## config.mk

```make
export PLATFORM = sky130hd
export DESIGN_NAME = vga_timing_gen_flat
export DESIGN_NICKNAME = d
export VERILOG_FILES = /design/src/rtl/vga_pkg.sv /design/src/rtl/video_if.sv /design/src/rtl/vga_pattern.sv /design/src/rtl/vga_timing_gen.sv /design/src/flat_wrapper.sv
export SDC_FILE = /design/constraint.sdc
export NUM_CORES = 1
export LEC_CHECK = 0
export CORE_ASPECT_RATIO = 0.9
export CORE_UTILIZATION = 50
export DETAILED_ROUTE_END_ITERATION = 10
export DONT_BUFFER_PORTS = 1
export GPL_TIMING_DRIVEN = 0
export REMOVE_ABC_BUFFERS = 1
export SETUP_SLACK_MARGIN = 0.05
export SYNTH_ARGS = -nofsm -noshare
export SYNTH_HDL_FRONTEND = slang
export SYNTH_SLANG_ARGS = --single-unit
```

## constraint.sdc

```tcl
create_clock -name pixel_clk -period 3.4 [get_ports pixel_clk]
set_input_delay 0.51 -clock pixel_clk [delete_from_list [all_inputs] [get_ports pixel_clk]]
set_output_delay 0.51 -clock pixel_clk [all_outputs]
set_load 0.01 [all_outputs]
```

## src/rtl/vga_pkg.sv

```systemverilog
// Shared types and helpers for the parametrised VGA timing generator.
package vga_pkg;

  typedef enum logic [1:0] {
    MODE_GRID   = 2'd0,
    MODE_BARS   = 2'd1,
    MODE_SOLID  = 2'd2,
    MODE_STREAM = 2'd3
  } mode_t;

  // Index 0 is the leftmost bar: white, yellow, cyan, green, magenta, red, blue, black.
  localparam logic [7:0][23:0] BAR_RGB = {
    24'h000000, 24'h0000FF, 24'hFF0000, 24'hFF00FF,
    24'h00FF00, 24'h00FFFF, 24'hFFFF00, 24'hFFFFFF
  };

  typedef struct packed {
    logic [31:0] htotal;
    logic [31:0] vtotal;
  } vga_timing_t;

  function automatic vga_timing_t vga_timing(int hdisp, int hfp, int hpulse, int hbp,
                                             int vdisp, int vfp, int vpulse, int vbp);
    vga_timing_t t;
    t.htotal = 32'(hdisp + hfp + hpulse + hbp);
    t.vtotal = 32'(vdisp + vfp + vpulse + vbp);
    return t;
  endfunction

  function automatic int cwidth(int n);
    return (n > 1) ? $clog2(n) : 1;
  endfunction

endpackage

```

## src/rtl/video_if.sv

```systemverilog
// Parallel video bus towards the HDMI/VGA PHY; BLANK high marks an active pixel.
interface video_if;
  logic        CLK;
  logic        HS;
  logic        VS;
  logic        BLANK;
  logic [23:0] RGB;

  modport master (output CLK, HS, VS, BLANK, RGB);
  modport slave  (input  CLK, HS, VS, BLANK, RGB);
endinterface

```

## src/rtl/vga_pattern.sv

```systemverilog
// Combinational pixel source: maps mode and the coming pixel coordinate to its colour.
module vga_pattern
  import vga_pkg::*;
#(
  parameter int          HDISP         = 800,
  parameter int          GRID_LOG2     = 4,
  parameter logic [23:0] UNDERFLOW_RGB = 24'hFF0000,
  parameter int          XW            = 10,
  parameter int          YW            = 9
) (
  input  mode_t          mode,
  input  logic [XW-1:0]  x,
  input  logic [YW-1:0]  y,
  input  logic [23:0]    solid_rgb,
  input  logic [23:0]    pix_data,
  input  logic           pix_valid,
  output logic [23:0]    rgb
);

  localparam int BAR_W = (HDISP >= 8) ? HDISP / 8 : 1;
  localparam int GMASK = (1 << GRID_LOG2) - 1;

  logic       on_grid;
  logic [2:0] bar_idx;
  int         bar;

  always_comb begin
    on_grid = ((int'(x) & GMASK) == 0) || ((int'(y) & GMASK) == 0);
    bar     = int'(x) / BAR_W;
    // Remainder columns past the eighth bar stay in the last bar.
    bar_idx = (bar > 7) ? 3'd7 : bar[2:0];
    rgb     = '0;
    case (mode)
      MODE_GRID:   rgb = on_grid ? 24'hFFFFFF : 24'h000000;
      MODE_BARS:   rgb = BAR_RGB[bar_idx];
      MODE_SOLID:  rgb = solid_rgb;
      MODE_STREAM: rgb = pix_valid ? pix_data : UNDERFLOW_RGB;
      default:     rgb = '0;
    endcase
  end

endmodule

```

## src/rtl/vga_timing_gen.sv

```systemverilog
// Parametrised VGA/HDMI timing generator with pattern and stream sources.
module vga_timing_gen
  import vga_pkg::*;
#(
  parameter int          HDISP         = 800,
  parameter int          VDISP         = 480,
  parameter int          HFP           = 40,
  parameter int          HPULSE        = 48,
  parameter int          HBP           = 40,
  parameter int          VFP           = 13,
  parameter int          VPULSE        = 3,
  parameter int          VBP           = 29,
  parameter bit          HS_POL        = 1'b0,
  parameter bit          VS_POL        = 1'b0,
  parameter int          GRID_LOG2     = 4,
  parameter logic [23:0] UNDERFLOW_RGB = 24'hFF0000,
  localparam int         XW            = cwidth(HDISP),
  localparam int         YW            = cwidth(VDISP)
) (
  input  logic           pixel_clk,
  input  logic           pixel_rst_n,
  input  logic           en,
  input  logic [1:0]     mode,
  input  logic [23:0]    solid_rgb,
  input  logic           pix_valid,
  input  logic [23:0]    pix_data,
  output logic           pix_ready,
  output logic           frame_start,
  output logic           line_start,
  output logic [XW-1:0]  x,
  output logic [YW-1:0]  y,
  output logic           underflow,
  input  logic           underflow_clr,
  video_if.master        video_ifm
);

  localparam vga_timing_t TIM    = vga_timing(HDISP, HFP, HPULSE, HBP, VDISP, VFP, VPULSE, VBP);
  localparam int          HTOTAL = int'(TIM.htotal);
  localparam int          VTOTAL = int'(TIM.vtotal);
  localparam int          HW     = cwidth(HTOTAL);
  localparam int          VW     = cwidth(VTOTAL);

  localparam logic [HW-1:0] H_LAST = HW'(HTOTAL - 1);
  localparam logic [HW-1:0] H_SYNC = HW'(HFP);
  localparam logic [HW-1:0] H_BP   = HW'(HFP + HPULSE);
  localparam logic [HW-1:0] H_ACT  = HW'(HFP + HPULSE + HBP);
  localparam logic [VW-1:0] V_LAST = VW'(VTOTAL - 1);
  localparam logic [VW-1:0] V_SYNC = VW'(VFP);
  localparam logic [VW-1:0] V_BP   = VW'(VFP + VPULSE);
  localparam logic [VW-1:0] V_ACT  = VW'(VFP + VPULSE + VBP);

  logic [HW-1:0] h_cnt;
  logic [VW-1:0] v_cnt;
  mode_t         mode_q;
  logic          reload;
  logic          h_wrap, frame_last, active, hs_nxt, vs_nxt;
  logic [XW-1:0] x_nxt;
  logic [YW-1:0] y_nxt;
  logic [23:0]   pat_rgb;
  logic          hs_q, vs_q, blank_q;
  logic [23:0]   rgb_q;

  assign h_wrap     = (h_cnt == H_LAST);
  assign frame_last = h_wrap && (v_cnt == V_LAST);
  assign active     = (h_cnt >= H_ACT) && (v_cnt >= V_ACT);
  assign x_nxt      = XW'(h_cnt - H_ACT);
  assign y_nxt      = YW'(v_cnt - V_ACT);
  assign hs_nxt     = ((h_cnt >= H_SYNC) && (h_cnt < H_BP)) ? HS_POL : ~HS_POL;
  assign vs_nxt     = ((v_cnt >= V_SYNC) && (v_cnt < V_BP)) ? VS_POL : ~VS_POL;

  // Handshake and markers decode the counters directly, one cycle ahead of RGB.
  assign pix_ready   = en && active && (mode_q == MODE_STREAM);
  assign line_start  = en && active && (h_cnt == H_ACT);
  assign frame_start = line_start && (v_cnt == V_ACT);

  vga_pattern #(
    .HDISP         (HDISP),
    .GRID_LOG2     (GRID_LOG2),
    .UNDERFLOW_RGB (UNDERFLOW_RGB),
    .XW            (XW),
    .YW            (YW)
  ) u_pattern (
    .mode      (mode_q),
    .x         (x_nxt),
    .y         (y_nxt),
    .solid_rgb (solid_rgb),
    .pix_data  (pix_data),
    .pix_valid (pix_valid),
    .rgb       (pat_rgb)
  );

  always_ff @(posedge pixel_clk or negedge pixel_rst_n) begin
    if (!pixel_rst_n) begin
      h_cnt     <= '0;
      v_cnt     <= '0;
      mode_q    <= MODE_GRID;
      reload    <= 1'b1;
      hs_q      <= ~HS_POL;
      vs_q      <= ~VS_POL;
      blank_q   <= 1'b0;
      rgb_q     <= '0;
      x         <= '0;
      y         <= '0;
      underflow <= 1'b0;
    end else begin
      if (pix_ready && !pix_valid) underflow <= 1'b1;
      else if (underflow_clr)      underflow <= 1'b0;

      if (!en) begin
        h_cnt   <= '0;
        v_cnt   <= '0;
        mode_q  <= mode_t'(mode);
        reload  <= 1'b1;
        hs_q    <= ~HS_POL;
        vs_q    <= ~VS_POL;
        blank_q <= 1'b0;
        rgb_q   <= '0;
        x       <= '0;
        y       <= '0;
      end else begin
        reload <= 1'b0;
        // Mode only changes at frame boundaries so a frame is never torn.
        if (reload || frame_last) mode_q <= mode_t'(mode);
        h_cnt <= h_wrap ? '0 : h_cnt + 1'b1;
        if (h_wrap) v_cnt <= (v_cnt == V_LAST) ? '0 : v_cnt + 1'b1;
        hs_q    <= hs_nxt;
        vs_q    <= vs_nxt;
        blank_q <= active;
        rgb_q   <= active ? pat_rgb : '0;
        x       <= active ? x_nxt : '0;
        y       <= active ? y_nxt : '0;
      end
    end
  end

  assign video_ifm.CLK   = pixel_clk;
  assign video_ifm.HS    = hs_q;
  assign video_ifm.VS    = vs_q;
  assign video_ifm.BLANK = blank_q;
  assign video_ifm.RGB   = rgb_q;

endmodule
```

## src/flat_wrapper.sv

```systemverilog
// flat-port wrapper written by rule: the top's interface ports become plain ports
module vga_timing_gen_flat import vga_pkg::*;
#(
  parameter int          HDISP         = 800,
  parameter int          VDISP         = 480,
  parameter int          HFP           = 40,
  parameter int          HPULSE        = 48,
  parameter int          HBP           = 40,
  parameter int          VFP           = 13,
  parameter int          VPULSE        = 3,
  parameter int          VBP           = 29,
  parameter bit          HS_POL        = 1'b0,
  parameter bit          VS_POL        = 1'b0,
  parameter int          GRID_LOG2     = 4,
  parameter logic [23:0] UNDERFLOW_RGB = 24'hFF0000,
  localparam int         XW            = cwidth(HDISP),
  localparam int         YW            = cwidth(VDISP)
)
  (pixel_clk, pixel_rst_n, en, mode, solid_rgb, pix_valid, pix_data, pix_ready, frame_start, line_start, x, y, underflow, underflow_clr, video_ifm_CLK, video_ifm_HS, video_ifm_VS, video_ifm_BLANK, video_ifm_RGB);
  video_if video_ifm_i ();
  input  logic pixel_clk;
  input  logic pixel_rst_n;
  input  logic en;
  input  logic [1:0] mode;
  input  logic [23:0] solid_rgb;
  input  logic pix_valid;
  input  logic [23:0] pix_data;
  output logic pix_ready;
  output logic frame_start;
  output logic line_start;
  output logic [XW-1:0] x;
  output logic [YW-1:0] y;
  output logic underflow;
  input  logic underflow_clr;
  output wire logic [$bits(video_ifm_i.CLK)-1:0] video_ifm_CLK;
  output wire logic [$bits(video_ifm_i.HS)-1:0] video_ifm_HS;
  output wire logic [$bits(video_ifm_i.VS)-1:0] video_ifm_VS;
  output wire logic [$bits(video_ifm_i.BLANK)-1:0] video_ifm_BLANK;
  output wire logic [$bits(video_ifm_i.RGB)-1:0] video_ifm_RGB;
  assign video_ifm_CLK = video_ifm_i.CLK;
  assign video_ifm_HS = video_ifm_i.HS;
  assign video_ifm_VS = video_ifm_i.VS;
  assign video_ifm_BLANK = video_ifm_i.BLANK;
  assign video_ifm_RGB = video_ifm_i.RGB;
  vga_timing_gen #(.HDISP(HDISP), .VDISP(VDISP), .HFP(HFP), .HPULSE(HPULSE), .HBP(HBP), .VFP(VFP), .VPULSE(VPULSE), .VBP(VBP), .HS_POL(HS_POL), .VS_POL(VS_POL), .GRID_LOG2(GRID_LOG2), .UNDERFLOW_RGB(UNDERFLOW_RGB)) u_core (.pixel_clk(pixel_clk), .pixel_rst_n(pixel_rst_n), .en(en), .mode(mode), .solid_rgb(solid_rgb), .pix_valid(pix_valid), .pix_data(pix_data), .pix_ready(pix_ready), .frame_start(frame_start), .line_start(line_start), .x(x), .y(y), .underflow(underflow), .underflow_clr(underflow_clr), .video_ifm(video_ifm_i));
endmodule
```

==> qor.yml, run 1 <==
worstSetupStartpointType: "flip-flop"
ios: 106
slew_viol_final: 0
grt_pass1_vias: 3078
clock_sinks: 70
wl_per_cell_um: 16.8
r2r_cells: 9
dp_cells: 554
start_util_pct: 51.7
n_antenna_cell: 0
synthFlopType: "dfrtp_1"
grt_util_met3_pct: 5.69
final_cells: 579
switching_power_uw: 422
hold_violations: 0
tritoncts: "yes"
cp_data_required_time_ps: 3620
gr-total-overflow: 0
ir_drop_mv: 0.219
swShare_pct: 25.7
finalSetupViolCount: 0
wirelength_um: 9750
dieWidth_um: 98.0
worstPathArrival_ps: 3360
reg2reg_slack_ps: 250
cap_violations: 0
gr-usage-met2_pct: 39.0
internal-power_uw: 1220
power_frac_seq_pct: 52.5
use_met1_pct: 29.7
grt_max_degree: 71
power_frac_comb_pct: 6.5
die_h_um: 88.4
violations: "design-rule violations"
yosysTopAreaCellShare_pct: 40.4
fin_setup_tns_ps: 0
hpwl_um: 6560
rsz0062_at_grt: "no"
htree_levels: 3
synth_edf_count: 0
synth_commonest_cells: "dfrtp_1, nor2_1, o21ai_0"
std_cell_rows: 31
worstSkewPairLatency_ps: 340
status: "finished, violations left"
finClkSkew_ps: 11.0
r2r-end: "u_core.video_ifm.RGB[16]"
nets: 541
syn-cell-area_sq_um: 4150
hp-class: "in -> async"
die_area_sq_um: 8670
worst_pin_slew_ps: 916
ys_seq_area_share_pct: 42.3
end_kind: "flip-flop"
ys_ff_latch: 70
p_leak_uw: 0.00201
synthCells: 484
clockBufferDepth: 2
clock-root-buffer: "clkbuf_8"
ys_types: 64
drtAntennaViolNets: 0
regToRegStartpoint: "u_core.h_cnt[8]"
cts.clk_slew.worst_paths_ps: 90
drt_iter0_markers: 167
relSlewSlack_pct: 39.0
synth_area_leaders: "dfrtp_1, o21ai_0, nor2_1"
power_density_nw_per_um2: 361
drc: 7
grtUsageTotal_pct: 22.8
synth_area_per_cell_sq_um: 8.57
io_buffers: 0
max_clock_freq_mhz: 318
post-route-period-util_pct: 92.5
worst-setup-path-type: "reg -> reg"
cts_buffers: 9
yosys_warnings: 0
async_flop_share_pct: 100
clkPwrFrac_pct: 41.0
cp_max_fo: 8
layout-drive-gt1-share_pct: 12.3
grt_pass1_wl_um: 15500
yosysMostFrequentCell: "dfrtp_1"
num_vias: 3440
firstDrtPassIters: 7
vias_per_cell: 5.94
area_growth_pct: 9.59
synth_top_cell_by_area: "dfrtp_1"
finalCriticalPeriod_ps: 3150
grt.busiest_layer: "met2"
antenna_found_initial: 0
core_area_sq_um: 8030
globalplace.congestion: 0.812
==> power by group through the flow <==
| stage | logic (uW) | registers [uW] | clock network [uW] |
|---|---|---|---|
| 6_report | 106 | 862 | 673 |
| 5_1_grt | 123 | 864 | 729 |
| 4_1_cts | 109 | 861 | 692 |
| 3_5_place_dp | 88.3 | 878 | 0 |
| 3_3_place_gp | 85.5 | 876 | 0 |
| 2_1_floorplan | 71.1 | 869 | 0 |
==> routing by layer <==
metal  part of all wire [%]  wire (um)
met4                   0.35         34
met5                      0          0
met3                    4.3        420
met1                     46       4450
met2                     50       4840
==> logic make-up (layout without fill, tap and decap cells) <==
family	after synthesis	after routing	share of synthesized area (%)
AND/OR/NAND/NOR	182	182	22.0
AO/OA/AOI/OAI	137	137	21.5
flip-flops	70	70	42.3
buffers and inverters	62	58	5.85
XOR/XNOR	18	18	3.98
adder cells (fa/ha/maj)	11	11	3.32
multiplexers	4	4	1.06
==> sequential cells by signal, indices dropped and copies added (netlist names) <==
name and cells:
u_core.video_ifm.RGB 24, u_core.h_cnt 10, u_core.v_cnt 10, u_core.x 10
u_core.y 9, u_core.mode_q 2, u_core.reload 1, u_core.underflow 1
u_core.video_ifm.BLANK 1, u_core.video_ifm.HS 1, u_core.video_ifm.VS 1
==> critical path, cell delays in order, from the launching register on <==
cell      delay (ps)
dfrtp_1          400
inv_1            110
ha_1             380
nor3b_1          280
and4_1           340
o221ai_2         190
or4_1            610
and3_1           220
a21oi_2          360
o21ai_0          130
==> through the flow <==
| stage | power [uW] | utilization, % | area [sq um] | hold slack (ps) | worst slack [ps] |
|---|---|---|---|---|---|
| CTS | 1660 | 55.6 | 4460 | 38.3 | 53.2 |
| global route | 1720 | 56.6 | 4550 | 33.7 | 55.3 |
| floorplan | 940 | - | 4030 | 214 | 235 |
| finish | 1640 | 56.6 | 4550 | 32.4 | 254 |
| detailed placement | 966 | 51.9 | 4170 | 216 | -493 |
| global placement | 962 | 51.7 | 4150 | 216 | -871 |
==> how the worst max path moves through the flow <==
stage	start	end	slack, ps
3_5_place_dp	u_core.h_cnt[7]	u_core.video_ifm.RGB[7]	-490
6_report	u_core.h_cnt[8]	u_core.video_ifm.RGB[16]	250
4_1_cts	u_core.h_cnt[7]	u_core.video_ifm.RGB[7]	50
5_1_grt	u_core.h_cnt[5]	u_core.video_ifm.RGB[7]	60
2_1_floorplan	u_core.h_cnt[7]	u_core.video_ifm.RGB[0]	230
3_3_place_gp	u_core.h_cnt[6]	u_core.video_ifm.RGB[17]	-870
==> cell usage in the layout (no fill, tap or decap), types with 7 or more instances in the layout <==
cell type	Yosys	final
dfrtp_1	67	65
nor2_1	57	57
o21ai_0	43	43
nand2_1	42	42
a21oi_1	34	33
inv_1	31	30
nand3_1	14	12
o21a_1	11	11
ha_1	11	11
o211ai_1	10	10
and3_1	10	10
xnor2_1	11	10
nor2b_1	10	10
clkbuf_8	0	9
buf_4	1	8
nand2b_1	7	7
and2_1	7	7
==> layout make-up <==
class,instances,area [sq um]
timing repair buffer,10,103
clock buffer,9,124
fill,729,3480
inverter,32,120
multi-input combinational,352,2250
clock inverter,7,72.6
tap,99,124
sequential,70,1760
==> repair_timing <==
item                                   CTS  global route
setup buffers                            1             7
pin swaps                                1             3
setup endpoints to repair               17            17
hold buffers                             1             0
endpoints found under the hold margin   70             0
gates resized for setup                 11             5
Note: power is estimated with default switching activity, not from simulation.
==> run 2, diff against run 1 <==
==> constraint.sdc (replaced) <==
create_clock -name pixel_clk -period 3.37 [get_ports pixel_clk]
set_input_delay 0.5055 -clock pixel_clk [delete_from_list [all_inputs] [get_ports pixel_clk]]
set_output_delay 0.5055 -clock pixel_clk [all_outputs]
set_load 0.01 [all_outputs]
==> qor.yml, run 2 (synthesized netlist as in run 1, its figures left out) <==
finalCriticalPeriod_ps: 3170
cp_max_fo: 10
layout_commonest_cell: "dfrtp_1"
dp_slack_ps: -523
relSlewSlack_pct: 39.8
holdWs_ps: 26.1
fin_setup_tns_ps: 0
cap_violations: 0
drc: 7
fillCellCount: 724
worst_pin_slew_ps: 903
ios: 106
path_delay_family: "compound AO/OA/AOI/OAI gates"
num_vias: 3431
clockBufferDepth: 2
worst-setup-path-type: "reg -> reg"
cts.clk_slew.worst_paths_ps: 90
core_area_sq_um: 8030
stdcell_area_sq_um: 4530
slowest_delay_ps: 490
final_cell_mix: "dfrtp_1, nor2_1, o21ai_0"
drtAntennaViolNets: 0
worstPathArrival_ps: 3390
layout-drive-gt1-share_pct: 11.8
wl_per_cell_um: 17.0
grt_max_degree: 71
ir_drop_mv: 0.222
gr-usage-met2_pct: 38.7
firstDrtPassIters: 7
dieWidth_um: 98.0
wirelength_um: 9760
largest_reg_flops: 24
end_kind: "flip-flop"
cpMostUsedCell: "inv_2"
finClkSkew_ps: 10.4
std_cell_rows: 31
post-route-period-util_pct: 94.0
worstSetupStartpointType: "flip-flop"
reg2reg_slack_ps: 200
cts_buffers: 9
use_met1_pct: 30.0
vias_per_cell: 5.97
max_clock_freq_mhz: 316
area_growth_pct: 9.29
globalplace.congestion: 0.812
hold_violations: 0
critical_path.cell_chain: "inv_2, ha_2, xnor2_4, inv_2, ha_1, o41ai_2, and3_1, a211oi_2, xnor2_2, buf_4, a21oi_4, o21ai_0"
start_util_pct: 51.7
rsz0062_at_grt: "yes"
tritoncts: "yes"
power_density_nw_per_um2: 365
grt.busiest_layer: "met2"
regToRegStartpoint: "u_core.h_cnt[7]"
critPathBufInv: 3
power_uw: 1660
die_h_um: 88.4
status: "finished, violations left"
gr-total-overflow: 0
drt_iter0_markers: 156
hp-class: "in -> async"
grt_pass1_wl_um: 15600
violations: "design-rule violations"
path_depth: 12
grtUsageTotal_pct: 22.9
worst_slack_ps: 202
cp_data_required_time_ps: 3590
slew_viol_final: 0
finalSetupViolCount: 0
io_buffers: 0
p_leak_uw: 0.00199
die_area_sq_um: 8670
n_antenna_cell: 0
cp_slowest_cell: "dfrtp_2"
antenna_found_initial: 0
nets: 537
hpwl_um: 6560
clock_sinks: 70
clock-root-buffer: "clkbuf_8"
worstSkewPairLatency_ps: 350
cp-startpoint: "u_core.h_cnt[7]"
r2r_cells: 12
grt_pass1_vias: 3071
placed_area_sq_um: 4170
htree_levels: 3
grt_util_met3_pct: 5.69
==> run 2: what timing repair did <==
item / in CTS / in global routing
hold buffers: 1 / 0
endpoints found under the setup margin: 17 / 17
setup buffers: 2 / 2
pin swaps: 1 / 2
hold endpoints to repair: 70 / 0
gates resized for setup: 11 / 8
==> run 2: per-stage QoR <==
step	util, %	std cells
after global placement	51.7	553
after floorplan	-	454
final	56.5	575
after global routing	56.5	575
after CTS	55.7	573
after detailed placement	51.9	554
==> run 2: worst reg2reg max path, delay by kind of cell, from the launching register on <==
kind | cells | cell delay [ps]
DFF | 1 | 490
xor gates and xnor gates | 2 | 340
and+or+nand+nor | 1 | 220
buffers and inverters | 3 | 460
adders and majority gates | 2 | 680
AOI/OAI and AO/OA | 4 | 860
==> run 2: report_power, final <==
group / total, uW / internal [uW] / switching, uW
logic: 108 / 41.5 / 66.1
clock network: 680 / 343 / 337
registers: 869 / 845 / 23.7
==> run 2: routing by layer <==
layer | share of wire (%) | wire (um) | vias up
met2 | 49 | 4820 | 97
met4 | 0.83 | 81 | 0
met3 | 4.6 | 446 | 9
li1 | - | - | 1649
met1 | 45 | 4420 | 1676
met5 | 0 | 0 | -
==> run 2: final timing paths <==
path | to
setup / recovery | u_core.video_ifm.RGB[16]
hold / removal | u_core.y[6]
setup reg to reg | u_core.video_ifm.RGB[16]
hold reg to reg | u_core.h_cnt[0]
max in group asynchronous | u_core.video_ifm.HS
min in group pixel_clk | u_core.reload
==> run 2: cell type report <==
type | instances | area, sq um | share of cell area [%]
Sequential cell | 70 | 1760 | 38.8
Multi-Input combinational cell | 352 | 2260 | 49.9
Inverter | 32 | 120 | 2.65
Tap cell | 99 | 124 | 2.73
Timing Repair Buffer | 6 | 72.6 | 1.60
Clock buffer | 9 | 124 | 2.73
Clock inverter | 7 | 72.6 | 1.60
